### src/rtl/chess_pkg.sv
// Shared constants for the move-generation slice: piece/colour codes,
// move-word layout and the sequencer state encoding.
package chess_pkg;

    // Square code is {colour, piece[2:0]}
    localparam logic [2:0] EMPTY   = 3'd0;
    localparam logic [2:0] PAWN    = 3'd1;
    localparam logic [2:0] KNIGHT  = 3'd2;
    localparam logic [2:0] BISHOP  = 3'd3;
    localparam logic [2:0] ROOK    = 3'd4;
    localparam logic [2:0] QUEEN   = 3'd5;
    localparam logic [2:0] KING    = 3'd6;
    localparam logic [2:0] NOTUSED = 3'd7;

    localparam logic WHITE = 1'b0;
    localparam logic BLACK = 1'b1;

    // Move word {from_x, from_y, to_x, to_y, piece}
    localparam int MOVE_W        = 15;
    localparam int MV_PIECE_LSB  = 0;
    localparam int MV_TO_Y_LSB   = 3;
    localparam int MV_TO_X_LSB   = 6;
    localparam int MV_FROM_Y_LSB = 9;
    localparam int MV_FROM_X_LSB = 12;

    typedef enum logic [2:0] {
        S_IDLE,
        S_LOAD,
        S_SEED,
        S_PROP,
        S_DRAIN,
        S_DONE
    } mg_state_e;

endpackage

### src/rtl/movegen_ctrl_if.sv
// Valid/ready move stream out of the sequencer.
// master: drives mv_valid/mv_data, samples mv_ready; slave: the reverse.
interface movegen_ctrl_if
    import chess_pkg::*;
#(
    parameter int MOVE_W = chess_pkg::MOVE_W
);
    logic              mv_valid;
    logic [MOVE_W-1:0] mv_data;
    logic              mv_ready;

    modport master (
        output mv_valid,
        output mv_data,
        input  mv_ready
    );

    modport slave (
        input  mv_valid,
        input  mv_data,
        output mv_ready
    );
endinterface

### src/rtl/rr_arbiter8.sv
// Combinational 8-way round-robin pick starting at ptr, wrapping 7->0.
// In: req[7:0], ptr[2:0]. Out: gnt (one-hot), gnt_idx, any.
module rr_arbiter8 (
    input  logic [7:0] req,
    input  logic [2:0] ptr,
    output logic [7:0] gnt,
    output logic [2:0] gnt_idx,
    output logic       any
);
    logic [2:0] idx;

    always_comb begin
        gnt     = '0;
        gnt_idx = '0;
        any     = 1'b0;
        idx     = '0;
        for (int i = 0; i < 8; i++) begin
            idx = ptr + 3'(i);
            if (!any && req[idx]) begin
                any     = 1'b1;
                gnt_idx = idx;
            end
        end
        gnt[gnt_idx] = any;
    end
endmodule

### src/rtl/movegen_ctrl.sv
// Sequencer for the 8x8 cell array: load board, seed, propagate, drain moves.
// Ports: clk/reset/start, busy/done/move_count, board RAM read, cell writes,
// newboard seed, per-column FIFO pops, and the mv stream interface (master).
module movegen_ctrl
    import chess_pkg::*;
#(
    parameter int PROP_CYCLES = 7,
    parameter int MOVE_W      = chess_pkg::MOVE_W
) (
    input  logic                  clk,
    input  logic                  reset,
    input  logic                  start,
    output logic                  busy,
    output logic                  done,
    output logic [7:0]            move_count,
    output logic [5:0]            brd_rd_addr,
    input  logic [3:0]            brd_rd_data,
    output logic                  cell_we,
    output logic [5:0]            cell_addr,
    output logic [3:0]            cell_piece,
    output logic                  newboard,
    input  logic [7:0]            col_empty,
    output logic [7:0]            col_rd,
    input  logic [8*MOVE_W-1:0]   col_data,
    movegen_ctrl_if.master        mv
);
    mg_state_e         state;
    logic [6:0]        cnt;
    logic [2:0]        rr_ptr;

    logic [7:0]        gnt;
    logic [2:0]        gnt_idx;
    logic              any;
    logic              out_free;
    logic              pop;
    logic [MOVE_W-1:0] col_word;

    rr_arbiter8 u_arb (
        .req     (~col_empty),
        .ptr     (rr_ptr),
        .gnt     (gnt),
        .gnt_idx (gnt_idx),
        .any     (any)
    );

    assign out_free = !mv.mv_valid || mv.mv_ready;

    // Pop in the same cycle the output register loads (FWFT FIFOs)
    assign pop      = (state == S_DRAIN) && out_free && any && !reset;
    assign col_rd   = pop ? gnt : 8'h00;
    assign col_word = col_data[32'(gnt_idx)*MOVE_W +: MOVE_W];

    // RAM data arrives in the cycle the write strobe is up
    assign cell_piece = cell_we ? brd_rd_data : 4'h0;

    always_ff @(posedge clk) begin
        if (reset) begin
            state       <= S_IDLE;
            cnt         <= '0;
            rr_ptr      <= '0;
            busy        <= 1'b0;
            done        <= 1'b0;
            move_count  <= '0;
            brd_rd_addr <= '0;
            cell_we     <= 1'b0;
            cell_addr   <= '0;
            newboard    <= 1'b0;
            mv.mv_valid <= 1'b0;
            mv.mv_data  <= '0;
        end else begin
            done     <= 1'b0;
            cell_we  <= 1'b0;
            newboard <= 1'b0;
            unique case (state)
                S_IDLE: begin
                    if (start) begin
                        state       <= S_LOAD;
                        cnt         <= '0;
                        brd_rd_addr <= '0;
                        move_count  <= '0;
                        rr_ptr      <= '0;
                        busy        <= 1'b1;
                    end
                end
                S_LOAD: begin
                    // cnt 0..63 issues reads; cnt 64 is the trailing write
                    if (cnt == 7'd64) begin
                        state    <= S_SEED;
                        newboard <= 1'b1;
                        cnt      <= '0;
                    end else begin
                        cell_we     <= 1'b1;
                        cell_addr   <= brd_rd_addr;
                        brd_rd_addr <= brd_rd_addr + 6'd1;
                        cnt         <= cnt + 7'd1;
                    end
                end
                S_SEED: begin
                    state <= S_PROP;
                    cnt   <= '0;
                end
                S_PROP: begin
                    if (cnt == 7'(PROP_CYCLES - 1)) begin
                        state <= S_DRAIN;
                        cnt   <= '0;
                    end else begin
                        cnt <= cnt + 7'd1;
                    end
                end
                S_DRAIN: begin
                    if (out_free) begin
                        if (any) begin
                            mv.mv_valid <= 1'b1;
                            mv.mv_data  <= col_word;
                            rr_ptr      <= gnt_idx + 3'd1;
                            if (move_count != 8'hFF)
                                move_count <= move_count + 8'd1;
                        end else begin
                            mv.mv_valid <= 1'b0;
                            state       <= S_DONE;
                            done        <= 1'b1;
                        end
                    end
                end
                S_DONE: begin
                    state <= S_IDLE;
                    busy  <= 1'b0;
                end
                default: state <= S_IDLE;
            endcase
        end
    end
endmodule

### src/flat_wrapper.sv
// flat-port wrapper written by rule: the top's interface ports become plain ports
module movegen_ctrl_flat import chess_pkg::*;
#(
    parameter int PROP_CYCLES = 7,
    parameter int MOVE_W      = chess_pkg::MOVE_W
)
  (clk, reset, start, busy, done, move_count, brd_rd_addr, brd_rd_data, cell_we, cell_addr, cell_piece, newboard, col_empty, col_rd, col_data, mv_mv_valid, mv_mv_data, mv_mv_ready);
  movegen_ctrl_if #(.MOVE_W(MOVE_W)) mv_i ();
  input  logic clk;
  input  logic reset;
  input  logic start;
  output logic busy;
  output logic done;
  output logic [7:0] move_count;
  output logic [5:0] brd_rd_addr;
  input  logic [3:0] brd_rd_data;
  output logic cell_we;
  output logic [5:0] cell_addr;
  output logic [3:0] cell_piece;
  output logic newboard;
  input  logic [7:0] col_empty;
  output logic [7:0] col_rd;
  input  logic [8*MOVE_W-1:0] col_data;
  output wire logic [$bits(mv_i.mv_valid)-1:0] mv_mv_valid;
  output wire logic [$bits(mv_i.mv_data)-1:0] mv_mv_data;
  input wire logic [$bits(mv_i.mv_ready)-1:0] mv_mv_ready;
  assign mv_mv_valid = mv_i.mv_valid;
  assign mv_mv_data = mv_i.mv_data;
  assign mv_i.mv_ready = mv_mv_ready;
  movegen_ctrl #(.PROP_CYCLES(PROP_CYCLES), .MOVE_W(MOVE_W)) u_core (.clk(clk), .reset(reset), .start(start), .busy(busy), .done(done), .move_count(move_count), .brd_rd_addr(brd_rd_addr), .brd_rd_data(brd_rd_data), .cell_we(cell_we), .cell_addr(cell_addr), .cell_piece(cell_piece), .newboard(newboard), .col_empty(col_empty), .col_rd(col_rd), .col_data(col_data), .mv(mv_i));
endmodule
### config.mk
export PLATFORM = sky130hd
export DESIGN_NAME = movegen_ctrl_flat
export DESIGN_NICKNAME = d
export VERILOG_FILES = /design/src/rtl/chess_pkg.sv /design/src/rtl/movegen_ctrl_if.sv /design/src/rtl/rr_arbiter8.sv /design/src/rtl/movegen_ctrl.sv /design/src/flat_wrapper.sv
export SDC_FILE = /design/constraint.sdc
export NUM_CORES = 1
export LEC_CHECK = 0
export CORE_MARGIN = 2
export CORE_UTILIZATION = 53
export DETAILED_ROUTE_END_ITERATION = 7
export DONT_BUFFER_PORTS = 1
export GPL_TIMING_DRIVEN = 0
export PLACE_DENSITY = 0.68
export RECOVER_POWER = 25
export SETUP_SLACK_MARGIN = 0.4
export SLEW_MARGIN = 20
export SYNTH_ARGS = -nofsm -noshare
export SYNTH_HDL_FRONTEND = slang
export SYNTH_SLANG_ARGS = --single-unit
### constraint.sdc
create_clock -name clk -period 11.8 [get_ports clk]
set_input_delay 2.36 -clock clk [delete_from_list [all_inputs] [get_ports clk]]
set_output_delay 2.36 -clock clk [all_outputs]
set_load 0.005 [all_outputs]
== Word-level counts from Yosys, hierarchy flattened ==
Index checks and enable logic that the tools add are counted.
Cells by class
  $add $sub $neg: 11
  multipliers: 1
  magnitude comparators: 10
  equality and inequality tests: 16
  shift-type cells: 1
  mux-type cells: 64
  bitwise gates (word level): 6
  reduce and logical (&&, ||, !) cells: 37
Operators with widths (number)
  $shiftx A120 B8 Y15: 1
  $mux W3: 16
  $mux W8: 5
  $lt A3 B4 Y1 const B: 9
  $pmux W7 S4: 1
  $bmux W1 S3: 8
  $mux W1: 22
  $mux W7: 3
  $pmux W8 S2: 1
  $pmux W3 S5: 1
  $add A3 B3 Y3 const B: 4
  $mux W6: 2
  $pmux W6 S2: 1
  $logic_and A1 B1 Y1: 11
  $reduce_and A5 Y1: 2
  $logic_not A1 Y1: 9
  $add A8 B1 Y8 const B: 1
  $and A8 B8 Y8: 1
  $ne A2 B1 Y1 const B: 4
  $ne A2 B2 Y1 const B: 4
  $ne A8 B8 Y1 const B: 1
  $not A8 Y8: 1
  $reduce_and A2 Y1: 4
  $add A7 B1 Y7 const B: 1
  23 further kinds: 33
Storage, ports and cells
  register bits: 53
  bits of input ports: 136

== Logic depth before layout (Yosys ltp) ==
Gate-level depths: netlist of the first run.
  word-level depth: 31
  gate-level depth with buffers: 17
  mapped depth without buffers: 13

== Cells and area by module ==
A second synthesis of the first run with hierarchy kept.
Unflattened totals
  cells, all modules: 468
  area total of the unflattened synthesis: 4474.3 um^2
Modules (own cells, without submodules)
  movegen_ctrl: times used 1, cells an instance 344, area each 3430.8 um^2, sequential area each 1061.0 um^2
  rr_arbiter8: times used 1, cells an instance 124, area each 1043.5 um^2, sequential area each 0.0 um^2

== Worst setup path before layout of the first run ==
Ideal clock, no wire load.
  path kind: input to output
  start: input port col_empty[2]
  end: output port col_rd[5]
  data arrival time: 4.671 ns
  data required time: 9.440 ns
  slack: 4.769 ns
  stages on the path: 9
  buffers on the path: 2
  path through: mux4_2 mux2_4 or3_1 and4b_1 or3_1 clkbuf_1 buf_2 o21a_1 nor3_1
On the way
  cells in the longest elaborated chain, start to end: 31
Ends and longest elaborated chain
  start: declaration: RTL line flat_wrapper.sv:21  | input logic [7:0] col_empty;
  $not A8 Y8 *: RTL line movegen_ctrl.sv:39  | .req (~col_empty),
  $bmux W1 S3: RTL line rr_arbiter8.sv:19  | if (!any && req[idx]) begin
  $mux W1 (not written as such): RTL line rr_arbiter8.sv:19
  $mux W1: RTL line rr_arbiter8.sv:19
  $logic_not A1 Y1: RTL line rr_arbiter8.sv:19
  $logic_and A1 B1 Y1: RTL line rr_arbiter8.sv:19
  $mux W1: RTL line rr_arbiter8.sv:19
  $logic_not A1 Y1: RTL line rr_arbiter8.sv:19
  [15 not listed]
  $logic_and A1 B1 Y1: RTL line rr_arbiter8.sv:19
  $mux W3: RTL line rr_arbiter8.sv:19
  $lt A3 B4 Y1 (not written as such) / $ge A3 B1 Y1 (equally long branches): RTL line rr_arbiter8.sv:24  | gnt[gnt_idx] = any;
  $logic_and A1 B1 Y1 (not written as such): RTL line rr_arbiter8.sv:24
  $mux W1 (not written as such): RTL line rr_arbiter8.sv:24
  $demux W1 S3: RTL line rr_arbiter8.sv:24
  $and A8 B8 Y8 (no line)
  $mux W8 *: RTL line movegen_ctrl.sv:50  | assign col_rd = pop ? gnt : 8'h00;
  end: declaration: RTL line flat_wrapper.sv:22  | output logic [7:0] col_rd;
Mark *: on every way between the ends. The rest lies on a longest branch, timed or not. The select of a mux whose other input is x is not followed.

== Final worst setup path of the first run ==
  start: input port col_empty[6]
  end: output port col_rd[1]
The elaborated chain is that of the path after synthesis.

==> results of run 1 <==
## power groups by stage
stage | registers, W | clock network [W] | logic, W
floorplan | 0.000187 | 0 | 0.0000599
finish | 0.000183 | 0.000106 | 0.0000772
global route | 0.000183 | 0.000112 | 0.0000843
global placement | 0.000187 | 0 | 0.0000747
detailed placement | 0.000187 | 0 | 0.0000761
CTS | 0.000183 | 0.000107 | 0.0000764
## metrics by stage
step	instance area, um2	setup WS [ns]	total power, W
5_1_grt	4790	3.96	0.000380
2_1_floorplan	4570	4.77	0.000246
3_5_place_dp	4700	4.29	0.000263
6_report	4790	4.21	0.000366
4_1_cts	4790	4.26	0.000366
3_3_place_gp	4700	4.25	0.000262
## layer usage
layer / global-route usage, % / up-vias / wire length (um)
li1: - / 1966 / -
met1: 36.3 / 2074 / 5590
met2: 49.9 / 208 / 6940
met3: 8.45 / 19 / 1310
met4: 7.26 / 0 / 230
met5: 0 / - / 0
## synth_stat cells (6+ instances only)
| cell | number |
|---|---|
| a21oi_1 | 18 |
| o21ai_0 | 13 |
| a2111oi_2 | 9 |
| nor2b_1 | 7 |
| a2111oi_4 | 6 |
| a21boi_0 | 30 |
| mux2_2 | 21 |
| nor3_1 | 20 |
| or3_1 | 7 |
| nand3_1 | 12 |
| ha_1 | 8 |
| nor2_1 | 58 |
| dfxtp_1 | 53 |
| and2_1 | 7 |
| buf_2 | 7 |
| mux4_2 | 9 |
| xor2_1 | 8 |
| o21a_1 | 16 |
| clkbuf_1 | 27 |
| nand2_1 | 18 |
| inv_1 | 12 |
| a221oi_1 | 32 |
| xnor2_1 | 9 |
| mux2i_1 | 47 |
## flip-flops by register name, summed over array words and instances (netlist names)
| register | flops |
|---|---|
| u_core.rr_ptr | 3 |
| u_core.done | 1 |
| u_core.mv.mv_valid | 1 |
| u_core.brd_rd_addr | 6 |
| u_core.mv.mv_data | 15 |
| u_core.newboard | 1 |
| u_core.state | 3 |
| u_core.cell_we | 1 |
| u_core.cell_addr | 6 |
| u_core.move_count | 8 |
| u_core.busy | 1 |
| u_core.cnt | 7 |
## worst min-delay path: cells and delay by family, from the launching register on
kind             cells  cell delay (ns)
DFF                  1             0.37
muxes                1             0.08
and+or+nand+nor      1             0.07
## cell families after synthesis
| kind of cell | Yosys count | synth area share [%] |
|---|---|---|
| flops | 53 | 23.2 |
| compound gates | 153 | 29.1 |
| mux | 78 | 20.2 |
| xor+xnor | 17 | 3.26 |
| buf+inv | 55 | 6.08 |
| simple gates | 151 | 16.0 |
| fa+ha+maj | 8 | 2.19 |
## how the worst max path moves through the flow
stage	from	endpoint	cells after the start
after global routing	u_core.rr_ptr[1]	col_rd[5]	14
after floorplan	col_empty[2]	col_rd[5]	9
after global placement	col_empty[6]	col_rd[6]	9
final	col_empty[6]	col_rd[1]	9
after CTS	col_empty[6]	col_rd[1]	9
after detailed placement	col_empty[6]	col_rd[4]	9
## final cells by class
class	count	area share, %
flip-flops and latches	53	22.2
clock buffers	6	1.52
clock inverters	2	0.287
plain buffers	42	4.78
well taps	105	2.74
inverters	13	1.02
multi-input cells	407	67.5
==> summary.txt, run 1 <==
Detailed routing
  • Post-Route WL: 14100 um
  • Post-route ant nets: 0
  • Wirelength per Cell: 22.4 um
  • Via count: 4267
  • Vias/cell: 6.79
  • DRC viols: 0
  • Initial DRC count: 269
  • Pre-antenna DRT Iters: 4

Synthesis
  • Leading area contributor after synthesis: dfxtp_1
  • Mapped Cells: 515
  • Yosys reg bits: 53
  • Net Count, Synth: 659
  • Top FF cell, synth: dfxtp_1
  • Cell Area, Synth: 4570 um2
  • Yosys cell types: 60
  • Yosys warns: 0
  • Async set-reset flop share out of synthesis: 0%
  • Area contributors post-synth: dfxtp_1 (23%), mux2i_1 (10%), a221oi_1 (6.1%)
  • Post-synth EDFFs: 0
  • Mean post-synth cell area: 8.88 um2
  • Yosys top cell area share: 23.2%
  • Register area share after synthesis: 23.2%

Timing
  • Crit path time final: 7.59 ns
  • Tcrit/Tclk final: 64.3%
  • F_max: 132 MHz
  • Final setup fails: 0
  • Final Max Tran Viols: 0
  • RSZ-0062 raised after global routing: no
  • Tightest Pin Transition: 1.07 ns
  • Rel. slew slack: 28.5%
  • Setup Total Neg Slack: 0 ns
  • Final Hold Viols: 0
  • Hold WS: 0.546 ns
  • Clock Skew: 0.0190 ns

Clocking
  • Clock Sinks: 53
  • Num CTS Buffers: 5
  • Post-CTS setup buffers: 0
  • Clock Pin Slew Worst Setup and Hold Paths: 0.10 ns
  • CTS resizes: 0
  • TritonCTS clock tree: built
  • H-tree depth: 2
  • Deepest clock path buffer count: 2
  • Hold-fix buffers, CTS: 0
  • Root Buffer: clkbuf_8
  • Worst-Skew Late Latency: 0.32 ns

Worst setup path
  • CP top delay family: multiplexers
  • Crit path DAT: 5.23 ns
  • Critical path, cell by cell: mux4_2 -> mux2i_1 -> nor2_1 -> o32a_1 -> clkbuf_1 -> clkinv_1 -> clkbuf_1 -> nand2_1 -> nor3_1
  • Startpoint type of the worst setup path: input port
  • R2R depth: 14
  • Crit Path Category: input port to output pin
  • Reg2Reg Launch Point: u_core.rr_ptr[1]
  • Reg-to-reg endpoint: u_core.mv.mv_data[11]
  • Critical-path maximum fanout: 10
  • Crit. End Element: output pin
  • CP dominant cell by count: clkbuf_1
  • Slowest stage delay, CP: 0.55 ns
  • Slowest library cell on the worst path: mux4_2
  • Reg2reg setup slack: 6.45 ns
  • CP bufs+invs: 3
  • WP data required: 9.44 ns

Global route
  • Initial antenna violation count: 0
  • First-pass GRT wire length: 22500 um
  • Largest net degree at the start of global routing: 17
  • Number of global-route vias before repair: 4172
  • Total GRT Usage: 29.2%
  • GR Overflow Total: 0

Pwr
  • Switching pwr: 0.000112 W
  • Leak: 1.53 nW
  • Clock Power Share: 29.0%
  • Pwr dens: 76.5 nW/um2
  • Power share of the combinational group: 21.1%
  • Maximum vdd drop: 0.0630 mV
  • Register share of total power: 49.9%
  • Switching Fraction: 30.5%
  • Cell-internal power: 0.000255 W

Final layout
  • Multi-input combinational cell area: 3230 um2
  • Antenna cells: 0
  • Reg area: 1060 um2
  • Non-filler cells, final: 628
  • Most frequent cells in the layout: nor2_1 (58), dfxtp_1 (53), mux2i_1 (47), a221oi_1 (32), a21boi_0 (30)
  • Nets: 666
  • Share of layout cells above drive strength 1: 13.4%
  • Final core utilization: 57.7%
  • Commonest non-fill, non-tap cell in the layout: nor2_1
  • Area growth syn-to-layout: 4.76%
  • Fillers: 775

Floorplanning
  • Die area: 9380 um2
  • Die width: 96.9 um
  • Starting Density: 55.1%
  • # IOs: 188
  • Row count: 33
  • Core Area: 8300 um2
  • Die Y: 96.9 um

Placement
  • PortBufs: 0
  • Gpl congestion: 0.936
  • Post-DP HPWL: 11300 um
  • Placed Cells: 620

Run
  • Max_cap viols: 0

Worst hold path
  • Worst hold path stage count: 2
  • Min-Delay Path Class: register to register
  • Hold path startpoint: u_core.cell_addr[2]
  • WHS Endpoint: u_core.cell_addr[2]

Status
  • Status: complete, no violations
Power figures use the tool's default switching activity.
==> inputs of run 2 (changes only) <==
- ABC_AREA: not set -> 1
- clock period: 11.8 -> 7.1 ns (I/O delays scaled with it)
==> summary.txt, run 2 <==
Final layout
  • Design area: 4750 um2
  • Multi-input combinational cell area: 3000 um2
  • Non-filler cells, final: 891
  • Area growth syn-to-layout: 4.98%
  • Fillers: 885
  • Reg area: 1060 um2
  • Max FFs per register: 15
  • Most frequent cells in the layout: nand2_1 (309), nand3_1 (91), nor2_1 (72), inv_1 (56), dfxtp_1 (53)
  • Antenna cells: 0
  • Leading registers by flop count: u_core.mv.mv_data: 15 flops, u_core.move_count: 8 flops, u_core.cnt: 7 flops
  • Nets: 929
  • Top reg by flops: u_core.mv.mv_data
  • Share of layout cells above drive strength 1: 12.0%
  • Commonest non-fill, non-tap cell in the layout: nand2_1

Floorplanning
  • Die width: 96.4 um
  • # IOs: 188
  • Row count: 33
  • Core Area: 8260 um2
  • Die Y: 96.4 um
  • Starting Density: 54.8%
  • Die area: 9290 um2

Worst setup path
  • Crit. End Element: output pin
  • End of the critical path: col_rd[3]
  • Reg-to-reg endpoint: u_core.rr_ptr[2]
  • Reg2reg setup slack: 3.81 ns
  • Startpoint type of the worst setup path: register
  • Critical path, cell by cell: buf_4 -> inv_2 -> ha_1 -> inv_2 -> nand3_1 -> nand3_1 -> nand2_2 -> nand4_2 -> nor2_1 -> nand4_1 -> nand3_2 -> nand2_4 -> inv_4 -> buf_6 -> nand2_1 -> nor2_1
  • WP data required: 5.68 ns
  • Crit path from: u_core.rr_ptr[1]
  • Critical-path maximum fanout: 10
  • Crit Path Category: register to output pin
  • Slowest stage delay, CP: 0.43 ns
  • Crit path DAT: 3.35 ns
  • Reg2Reg Launch Point: u_core.rr_ptr[1]
  • Slowest library cell on the worst path: ha_1
  • R2R depth: 19

Timing
  • Final setup fails: 0
  • Setup Total Neg Slack: 0 ns
  • Tcrit/Tclk final: 67.2%
  • F_max: 210 MHz
  • Tightest Pin Transition: 0.524 ns
  • Final Max Tran Viols: 0
  • Crit path time final: 4.77 ns
  • Final Hold Viols: 0
  • Rel. slew slack: 65.1%
  • RSZ-0062 raised after global routing: no
  • Clock Skew: 0.0129 ns

Pwr
  • Maximum vdd drop: 0.147 mV
  • Register share of total power: 40.5%
  • Switching pwr: 0.000389 W
  • Cell-internal power: 0.000520 W
  • Pwr dens: 191 nW/um2
  • Power share of the combinational group: 39.6%
  • Clock Power Share: 19.9%
  • Leak: 2.34 nW
  • Switching Fraction: 42.8%

Synthesis
  • Post-synth EDFFs: 0
  • Count leader, synth: nand2_1
  • Cell Area, Synth: 4520 um2
  • Mean post-synth cell area: 5.81 um2
  • Multiplexer share of the synthesized area: 0%
  • Synth cell count leaders: nand2_1 (309), nand3_1 (91), nor2_1 (72)
  • Yosys cell types: 40
  • Net Count, Synth: 922
  • Post-synthesis simple-gate area fraction: 54.6%
  • Largest family of logic cells by synthesized area: simple AND/OR/NAND/NOR gates
  • Synth Area in Adders: 2.21%
  • Yosys top cell area share: 25.7%
  • Leading area contributor after synthesis: nand2_1
  • Top FF cell, synth: dfxtp_1
  • Async set-reset flop share out of synthesis: 0%
  • Area contributors post-synth: nand2_1 (26%), dfxtp_1 (23%), nand3_1 (10%)
  • Yosys reg bits: 53
  • Complex-gate fraction of the synthesized area: 8.66%
  • Yosys warns: 0
  • Register area share after synthesis: 23.5%
  • Mapped Cells: 778
  • Xor/xnor share of the synthesized area: 0.775%

Placement
  • Placed Cells: 883
  • Post-DP HPWL: 11200 um
  • Placed cell areas: 4650 um2
  • Gpl congestion: 0.891
  • PortBufs: 0

Status
  • Status: complete, no violations

Clocking
  • Clock Sinks: 53
  • Post-CTS setup buffers: 0
  • Clock Pin Slew Worst Setup and Hold Paths: 0.09 ns
  • H-tree depth: 2
  • CTS resizes: 0
  • Worst-Skew Late Latency: 0.32 ns
  • Num CTS Buffers: 5
  • Root Buffer: clkbuf_8
  • Hold-fix buffers, CTS: 0
  • Deepest clock path buffer count: 2
  • TritonCTS clock tree: built

Global route
  • First-pass GRT wire length: 21300 um
  • GR Overflow Total: 0
  • Largest net degree at the start of global routing: 19
  • Number of global-route vias before repair: 4605
  • Total GRT Usage: 29.6%
  • Initial antenna violation count: 0

Detailed routing
  • Wirelength per Cell: 15.4 um
  • Via count: 4943
  • Pre-antenna DRT Iters: 5
  • DRC viols: 0
  • Post-Route WL: 13700 um
  • Post-route ant nets: 0
  • Vias/cell: 5.55
  • Initial DRC count: 203

Run
  • Max_cap viols: 0

Worst hold path
  • Min-Delay Path Class: register to register
## run 2: cell types whose count changed in the layout (fill, tap and decap cells not counted), moves of 12 or more
cell      previous run  this run
a21boi_0            30         1
a221oi_1            32         0
clkbuf_1            29         7
inv_1               12        56
mux2_2              21         0
mux2i_1             47         0
nand2_1             18       309
nand2_2              0        17
nand3_1             12        91
nand3_2              0        12
nor2_1              58        72
o21ai_0             13        27
## run 2: power groups by stage
| stage | Combinational (W) | Sequential, W | Clock (W) |
|---|---|---|---|
| floorplan | 0.000279 | 0.000365 | 0 |
| global placement | 0.000350 | 0.000374 | 0 |
| detailed placement | 0.000356 | 0.000375 | 0 |
| CTS | 0.000357 | 0.000368 | 0.000182 |
| global route | 0.000413 | 0.000375 | 0.000194 |
| finish | 0.000360 | 0.000368 | 0.000181 |
## run 2: worst max-delay path: cells and delay by family (launching register included)
family	cells	cell delay, ns
buffers and inverters	5	0.68
AND/OR/NAND/NOR	10	1.59
flip-flops	1	0.34
adder cells (fa/ha/maj)	1	0.43
## run 2: final cells by class
cell class,count,share of cell area (%)
Sequential cell,53,22.4
Clock buffer,5,1.45
Inverter,70,5.64
Clock inverter,3,0.527
Multi-Input combinational cell,625,63.1
Tap cell,105,2.77
Buffer,30,4.16
## run 2: kinds of logic (layout without fill, tap and decap cells)
logic type	after synthesis	after routing
adder cells (fa/ha/maj)	8	8
XOR/XNOR	4	4
buffers and inverters	100	108
AND/OR/NAND/NOR	543	543
AO/OA/AOI/OAI	70	70
flip-flops	53	53
## run 2: layer usage
metal  global-route usage (%)  wire length, um  vias up
met5                        0                0        -
met4                     8.45              333        0
met3                     5.09             1060       37
met2                     51.7             6490      216
met1                     37.2             5820     2197
li1                         -                -     2493
## run 2: worst min path at each step
stage                              startpoint                   to  slack [ns]  depth (start not counted)
after floorplan                   u_core.busy          u_core.busy        0.46                          2
after global placement            u_core.busy          u_core.busy        0.50                          2
after detailed placement          u_core.busy          u_core.busy        0.50                          2
after CTS                         u_core.busy          u_core.busy        0.52                          2
after global routing      u_core.cell_addr[0]  u_core.cell_addr[0]        0.55                          2
final                             u_core.busy          u_core.busy        0.53                          2
## run 2: through the flow
step / setup slack (ns) / hold slack, ns / utilization [%] / total power, W
final: 2.33 / 0.526 / 57.5 / 0.000909
after global routing: 2.09 / 0.552 / 57.5 / 0.000981
after detailed placement: 2.34 / 0.502 / 56.3 / 0.000730
after global placement: 2.38 / 0.501 / 56.3 / 0.000724
after CTS: 2.28 / 0.519 / 57.5 / 0.000907
after floorplan: 2.79 / 0.465 / - / 0.000644
==> inputs of run 3 (changes only) <==
- PLACE_DENSITY: 0.68 -> 0.71
- clock period: 7.1 -> 4 ns (I/O delays scaled with it)
==> summary.txt, run 3 (same netlist as run 2, synthesis figures left out) <==
Detailed routing
  • Wl on met1: 5850 um
  • Initial DRC count: 215
  • Post-route ant nets: 0
  • Metal3 WL: 969 um
  • Post-Route WL: 14300 um
  • DR top layer: met4
  • Wirelength per Cell: 15.6 um
  • Met2 WL post-DR: 7210 um
  • DRC viols: 0
  • Pre-antenna DRT Iters: 7
  • Vias/cell: 5.55
  • Via count: 5087

Timing
  • F_max: 288 MHz
  • Final Max Tran Viols: 0
  • Setup Total Neg Slack: 0 ns
  • Final setup fails: 0
  • RSZ-0062 raised after global routing: yes
  • Final Hold Viols: 0
  • Rel. slew slack: 65.3%
  • Clock Skew: 0.00733 ns
  • Tightest Pin Transition: 0.520 ns
  • Crit path time final: 3.47 ns
  • Tcrit/Tclk final: 86.8%

Final layout
  • Most frequent cells in the layout: nand2_1 (302), nand3_1 (83), nor2_1 (63), inv_1 (54), dfxtp_1 (51)
  • Commonest non-fill, non-tap cell in the layout: nand2_1
  • Share of layout cells above drive strength 1: 18.4%
  • Max FFs per register: 15
  • Top reg by flops: u_core.mv.mv_data
  • Nets: 954
  • Area growth syn-to-layout: 15.9%
  • Antenna cells: 0
  • Leading registers by flop count: u_core.mv.mv_data: 15 flops, u_core.move_count: 8 flops, u_core.cnt: 7 flops
  • Design area: 5240 um2
  • Final core utilization: 63.5%

Pwr
  • Clock Power Share: 24.0%
  • Cell-internal power: 0.00108 W
  • Maximum vdd drop: 0.243 mV
  • Switching pwr: 0.000699 W
  • Switching Fraction: 39.2%
  • Final total power: 0.00178 W
  • Leak: 2.54 nW
  • Pwr dens: 340 nW/um2
  • Register share of total power: 36.5%
  • Power share of the combinational group: 39.5%

Worst setup path
  • R2R depth: 22
  • Reg-to-reg endpoint: u_core.mv.mv_data[14]
  • WP data required: 3.20 ns
  • Startpoint type of the worst setup path: register
  • Crit path DAT: 2.67 ns
  • Crit path from: u_core.rr_ptr[1]
  • Crit Path Category: register to output pin
  • Reg2reg setup slack: 1.11 ns
  • Reg2Reg Launch Point: u_core.rr_ptr[1]
  • Critical-path maximum fanout: 10
  • End of the critical path: col_rd[3]
  • Crit. End Element: output pin

Clocking
  • TritonCTS clock tree: built
  • Num CTS Buffers: 5
  • H-tree depth: 2
  • Worst-Skew Late Latency: 0.30 ns
  • Clock Pin Slew Worst Setup and Hold Paths: 0.10 ns
  • Root Buffer: clkbuf_8
  • Clock Sinks: 53
  • Deepest clock path buffer count: 2

Floorplanning
  • Row count: 33
  • # IOs: 188
  • Starting Density: 54.8%
  • Die area: 9290 um2
  • Core Area: 8260 um2
  • Die Y: 96.4 um
  • Die width: 96.4 um

Run
  • Max_cap viols: 0

Global route
  • Largest net degree at the start of global routing: 17
  • Number of global-route vias before repair: 4577
  • GR Overflow Total: 0
  • Total GRT Usage: 30.0%
  • Initial antenna violation count: 0
  • First-pass GRT wire length: 21600 um

Placement
  • Placed cell areas: 4650 um2
  • Gpl congestion: 0.985
  • Post-DP HPWL: 11100 um
  • PortBufs: 0

Worst hold path
  • Min-Delay Path Class: register to register

Status
  • Status: complete, no violations
## run 3: layer usage
layer / vias to the layer above / global-route usage, %
met3: 26 / 5.40
met1: 2305 / 37.7
li1: 2548 / -
met2: 208 / 52.8
met4: 0 / 7.86
met5: - / 0
## run 3: area by class of cell
cell class / instances / area [um2]
clock buffer: 5 / 68.8
sequential: 53 / 1070
tap: 105 / 131
timing repair buffer: 25 / 200
clock inverter: 3 / 65.1
inverter: 70 / 284
fill: 824 / 3020
multi-input combinational: 625 / 3210
buffer: 30 / 221
## run 3: worst min path at each step
stage	end	slack (ns)	cells after the start	start
final	u_core.busy	0.51	2	u_core.busy
after floorplan	u_core.busy	0.46	2	u_core.busy
after detailed placement	u_core.busy	0.49	2	u_core.busy
after global routing	u_core.busy	0.53	2	u_core.busy
after global placement	u_core.busy	0.49	2	u_core.busy
after CTS	u_core.busy	0.51	2	u_core.busy
## run 3: worst max-delay path, cell delays in order (launching register included)
cell and delay [ns]:
dfxtp_2 0.35, buf_6 0.11, inv_6 0.05, ha_4 0.30, inv_4 0.08, nand3_1 0.14
nand3_2 0.11, nand2_4 0.12, nand4_4 0.14, nor2_4 0.14, nand4_1 0.16, nand3_4 0.15
nand2_8 0.10, inv_8 0.08, buf_12 0.13, nand2_4 0.08, nor2_2 0.13
## run 3: stage by stage
step,hold WS (ns),setup slack (ns),cells
after CTS,0.507,0.429,905
after global routing,0.527,0.368,916
after detailed placement,0.490,0.267,883
final,0.508,0.529,916
after global placement,0.491,0.284,883
after floorplan,0.465,0.800,778
## run 3: repair_timing
action	CTS	global route
setup buffers	14	11
hold buffers	0	0
gates resized for setup	33	28
setup endpoints to repair	8	8
pin swaps	13	20
## run 3: power groups by stage
| stage | clock network, W | logic, W | registers [W] |
|---|---|---|---|
| global route | 0.000456 | 0.000798 | 0.000661 |
| finish | 0.000427 | 0.000704 | 0.000651 |
| detailed placement | 0 | 0.000631 | 0.000662 |
| global placement | 0 | 0.000618 | 0.000663 |
| CTS | 0.000428 | 0.000667 | 0.000652 |
| floorplan | 0 | 0.000495 | 0.000648 |
